==> src/rtl/spike_event_logger.sv <==
// Spike event logger: edge-detects neuron spikes, queues {timestamp, state}
// records in a small FIFO and drains them over a valid/ready stream.
module spike_event_logger #(
   parameter int TS_W    = 8,
   parameter int STATE_W = 8,
   parameter int DEPTH   = 8
) (
   input  logic                       clk,
   input  logic                       rst,
   input  logic                       en,
   input  logic                       spike,
   input  logic [STATE_W-1:0]         state,
   input  logic                       clr_ovf,
   input  logic                       evt_ready,
   output logic                       evt_valid,
   output logic [TS_W+STATE_W-1:0]    evt_data,
   output logic [$clog2(DEPTH):0]     fifo_count,
   output logic                       overflow,
   output logic [7:0]                 drop_count
);

   localparam int AW = $clog2(DEPTH);
   localparam int CW = AW + 1;
   localparam int DW = TS_W + STATE_W;
   localparam logic [CW-1:0] FULL_CNT = CW'(DEPTH);

   logic [TS_W-1:0] ts_q, ts_d;
   logic            spike_q, spike_d;
   logic [AW-1:0]   wr_ptr_q, wr_ptr_d;
   logic [AW-1:0]   rd_ptr_q, rd_ptr_d;
   logic [CW-1:0]   count_q, count_d;
   logic            overflow_q, overflow_d;
   logic [7:0]      drop_q, drop_d;
   logic [DW-1:0]   mem_q [DEPTH];

   logic push, pop, full, accept, drop;

   assign evt_valid  = (count_q != '0);
   assign evt_data   = evt_valid ? mem_q[rd_ptr_q] : '0;
   assign fifo_count = count_q;
   assign overflow   = overflow_q;
   assign drop_count = drop_q;

   always_comb begin
      // NOTE: every signal written here gets a default first, so no latch can be inferred.
      ts_d       = ts_q;
      spike_d    = spike;
      wr_ptr_d   = wr_ptr_q;
      rd_ptr_d   = rd_ptr_q;
      count_d    = count_q;
      overflow_d = overflow_q;
      drop_d     = drop_q;

      push   = en & spike & ~spike_q;
      pop    = evt_valid & evt_ready;
      full   = (count_q == FULL_CNT);
      // A pop on a full FIFO frees the head slot in time for the same-cycle write.
      accept = push & (~full | pop);
      drop   = push & full & ~pop;

      if (en) ts_d = ts_q + TS_W'(1);
      if (accept) wr_ptr_d = wr_ptr_q + AW'(1);
      if (pop) rd_ptr_d = rd_ptr_q + AW'(1);
      if (accept && !pop) count_d = count_q + CW'(1);
      else if (pop && !accept) count_d = count_q - CW'(1);

      if (clr_ovf) begin
         overflow_d = 1'b0;
         drop_d     = '0;
      end
      if (drop) begin
         overflow_d = 1'b1;
         drop_d     = clr_ovf ? 8'd1 : ((drop_q == 8'hFF) ? drop_q : drop_q + 8'd1);
      end
   end

   always_ff @(posedge clk) begin
      // NOTE: sequential state uses non-blocking assignments so all flops update together.
      if (rst) begin
         ts_q       <= '0;
         spike_q    <= 1'b0;
         wr_ptr_q   <= '0;
         rd_ptr_q   <= '0;
         count_q    <= '0;
         overflow_q <= 1'b0;
         drop_q     <= '0;
      end else begin
         ts_q       <= ts_d;
         spike_q    <= spike_d;
         wr_ptr_q   <= wr_ptr_d;
         rd_ptr_q   <= rd_ptr_d;
         count_q    <= count_d;
         overflow_q <= overflow_d;
         drop_q     <= drop_d;
      end
   end

   // NOTE: the storage array is not reset; stale entries are never visible because evt_data is masked by evt_valid.
   always_ff @(posedge clk) begin
      if (accept && !rst) mem_q[wr_ptr_q] <= {ts_q, state};
   end

endmodule

==> config.mk <==
export PLATFORM = sky130hd
export DESIGN_NAME = spike_event_logger
export DESIGN_NICKNAME = d
export VERILOG_FILES = /design/src/rtl/spike_event_logger.sv
export SDC_FILE = /design/constraint.sdc
export NUM_CORES = 1
export LEC_CHECK = 0
export BUFFER_PORTS_ARGS = -buffer_cell sky130_fd_sc_hd__buf_2
export CAP_MARGIN = 20
export CELL_PAD_IN_SITES_DETAIL_PLACEMENT = 0
export CELL_PAD_IN_SITES_GLOBAL_PLACEMENT = 1
export CORE_MARGIN = 2
export CORE_UTILIZATION = 55
export CTS_CLUSTER_DIAMETER = 120
export DETAILED_ROUTE_END_ITERATION = 8
export PLACE_DENSITY = 0.88
export SLEW_MARGIN = 30
export SYNTH_ARGS = -nofsm -noshare
export SYNTH_HDL_FRONTEND = slang
export SYNTH_SLANG_ARGS = --single-unit
==> constraint.sdc <==
create_clock -name clk -period 5.3 [get_ports clk]
set_input_delay 0.53 -clock clk [delete_from_list [all_inputs] [get_ports clk]]
set_output_delay 0.53 -clock clk [all_outputs]
set_load 0.01 [all_outputs]
==> out/results.md <==
• outcome: finished, final reports clean
• die area: 12,400 sq um
• crit path kind: register to register
• count of maximum capacitance violations: 0
• CTS sink cnt: 159
• routed wire length per instance: 19.7 um
• Floorplan Core Area: 11,300 sq um
• layout filler cell count: 789
• overall die width: 111 um
• quantity of gates resized following cts: 0
• final hold violations: 0
• number of setup buffers added after CTS: 0
• total count of max-transition violations in the final report: 0
• critical path startpoint category: register
• dpl hpwl: 6400 um
• setup violation total in the final timing report: 0
• Worst Hold Path Cells: 2
• height of the die: 111 um
• unrepaired setup endpoints after global routing: false
• fraction of registers with async set/reset: 0%
• leakage power of the design: 0.00248 uW
• largest buffer count on any clock path: 2
• clock tree from TritonCTS: done
• main flop type after synthesis: edfxtp_1
• Synth-to-Final Area Change: 16.1%
• GRT Total Usage: 19.6%
• Post-CTS Hold Fix Bufs: 0
• area of the mapped netlist: 6330 sq um
• Worst setup EP type: register
• Final nets: 441
• total placed instance area: 6780 sq um
• pin count of the biggest net entering global routing: 33
• worst endpoint required time: 5.65 ns
• clock tree root buffer cell: clkbuf_16
• I/O Buffers: 43
• min-delay worst type: primary input to register
• maximum fanout encountered on the critical timing path: 8
• antenna violations before repair: 0
• std cell rows: 39
• part of the Yosys area used for sequential elements: 70.5%
• clock latency of the later-clocked register in the worst-skew pair: 0.42 ns
• gate count of the mapped netlist: 363
• number of violations reported at the end of detailed-routing iteration 0: 367
• Setup Skew: 0.00909 ns
• power per standard cell area: 423 nW/um^2
• setup tns final: 0 ns
• via/cell ratio: 5.79
• number of buffers created by CTS: 17
• number of synthesized flops with an enable pin: 128
• summed area of non-filler cells in the final layout: 7350 sq um
• multi-input combinational cell area: 1820 sq um
• arrival time at the worst endpoint: 3.25 ns
• Overflow after GRT: 0
• Post-Synthesis Net Count: 385
• fraction of layout cells with a size suffix above 1: 31.9%
• maximum clock rate: 0.344 GHz
• Post-Route WL: 11,400 um
• H-tree levels: 4
• average cell area after synthesis: 17.4 sq um
• DRC viols: 0
• worst reg2reg path depth: 11
• master of the slowest instance on the critical path: nor4_4
• number of routed nets with antenna violations: 0
• Seq. cell area: 4470 sq um
• detailed-route via count: 3,331
• 1st-pass router iterations: 6
• worst relative slew slack: 42.6%
• Yosys reg bits: 159
• Boundary Pins: 44
• clock-pin slew of the registers on the worst-case setup and hold paths: 0.06 ns
• Max stage delay on crit path: 0.70 ns
• dominant delay contributor by cell family on the critical path: simple AND/OR/NAND/NOR gates
• initial core utilization: 55.9%
• count of cell instances traversed by the critical path: 11
• critical path, cell by cell: nor4_4, inv_2, nand2_1, ha_1, inv_1, ha_1, a21o_1, a21oi_1, xnor2_1, or3_1, a21oi_1
• synthesis warning total: 0
• shortest clock period the worst path allows after layout: 2.91 ns
• actual transition at the worst max-transition pin: 0.861 ns
• final worst-path cycle share: 54.8%
• number of antenna diodes: 0
• via count of the first global-routing pass: 3,377
• Buf/Inv on CP: 2
• distinct cell type count after synthesis: 40
• total power: 3110 uW
• gpl congestion: 0.704
• worst IR drop on VDD: 0.000263 V
• first-pass GRT wire length: 18,100 um
routing by layer:
layer	up-vias	routed length, um	track usage (%)
met1	1706	4920	25.8
met4	0	99	6.01
met3	10	594	5.30
met2	90	5740	32.5
li1	1525	-	-
met5	-	0	0
flip-flops by register name (all words and copies together), names as in the netlist, named ones only:
name,count
spike_q,1
drop_count,8
rd_ptr_q,3
wr_ptr_q,3
fifo_count,4
mem_q,128
ts_q,8
overflow,1
final timing paths:
path | startpoint | endpoint | slack (ns)
setup / recovery | fifo_count[1] | fifo_count[3] | 2.39
hold reg to reg | overflow | overflow | 0.47
hold / removal | spike | spike_q | 0.36
setup reg to reg | fifo_count[1] | fifo_count[3] | 2.39
where the power goes:
| group | total [uW] | leakage, uW | internal [uW] | switching [uW] |
|---|---|---|---|---|
| Sequential | 1430 | 0.00142 | 1370 | 61.8 |
| Combinational | 512 | 0.000782 | 255 | 257 |
| Clock | 1160 | 0.000276 | 689 | 472 |
| Total | 3110 | 0.00248 | 2320 | 791 |
worst reg2reg max path: cells and delay by family, from the launching register on:
family | cells | cell delay, ns
AND/OR/NAND/NOR | 3 | 1.16
adder cells (fa/ha/maj) | 2 | 0.48
AO/OA/AOI/OAI | 3 | 0.48
flip-flops | 1 | 0.42
buffers and inverters | 2 | 0.21
XOR/XNOR | 1 | 0.10
Yosys cell counts (5+ instances only):
| cell type | count | area [sq um] |
|---|---|---|
| nor4b_1 | 5 | 43.8 |
| edfxtp_1 | 128 | 3840 |
| nor2_1 | 39 | 146 |
| mux2i_1 | 19 | 190 |
| nand2_1 | 12 | 45.0 |
| ha_1 | 7 | 87.6 |
| xor2_1 | 8 | 70.1 |
| buf_2 | 6 | 30.0 |
| clkbuf_1 | 7 | 26.3 |
| mux4_2 | 32 | 721 |
| xnor2_1 | 8 | 70.1 |
| dfxtp_1 | 31 | 621 |
| a21oi_1 | 10 | 50.1 |
area by class of cell:
| cell class | count | share of cell area (%) |
|---|---|---|
| clock buffer | 17 | 5.79 |
| clock inverter | 15 | 1.99 |
| inverter | 3 | 0.153 |
| multi-input combinational | 185 | 24.8 |
| sequential | 159 | 60.8 |
| tap | 143 | 2.43 |
| timing repair buffer | 53 | 4.00 |
cells by family after synthesis:
family	share of synthesized area [%]
flip-flops	70.5
AND/OR/NAND/NOR	7.95
multiplexers	14.6
AO/OA/AOI/OAI	1.74
buffers and inverters	1.25
XOR/XNOR	2.21
adder cells (fa/ha/maj)	1.70
cell usage in the layout, fill, tap and decap left out, drive strengths merged:
cell	netlist	layout
a21o	2	2
a21oi	12	12
and2b	1	1
and3	1	1
and4b	1	1
buf	9	53
bufinv	0	2
clkbuf	7	17
clkinv	0	9
clkinvlp	0	3
dfxtp	31	31
edfxtp	128	128
fa	1	1
ha	7	7
inv	3	4
mux2	1	1
mux2i	19	19
mux4	32	32
nand2	12	12
nand2b	3	3
nand3	5	5
nand3b	2	2
nand4	5	5
nor2	39	39
nor2b	2	2
nor3	3	3
nor3b	1	1
nor4	5	5
nor4b	5	5
o21ai	4	4
o31ai	1	1
or2	1	1
or3	4	4
xnor2	8	8
xor2	8	8
per-stage QoR:
stage	utilization [%]	instances	worst slack, ns	hold slack, ns
2_1_floorplan	-	363	1.92	0.454
3_3_place_gp	59.7	542	2.14	0.458
3_5_place_dp	59.9	543	2.42	0.468
4_1_cts	64.9	575	2.39	0.352
5_1_grt	64.9	575	2.17	0.367
6_report	64.9	575	2.39	0.365
(Power assumes the default switching activity.)
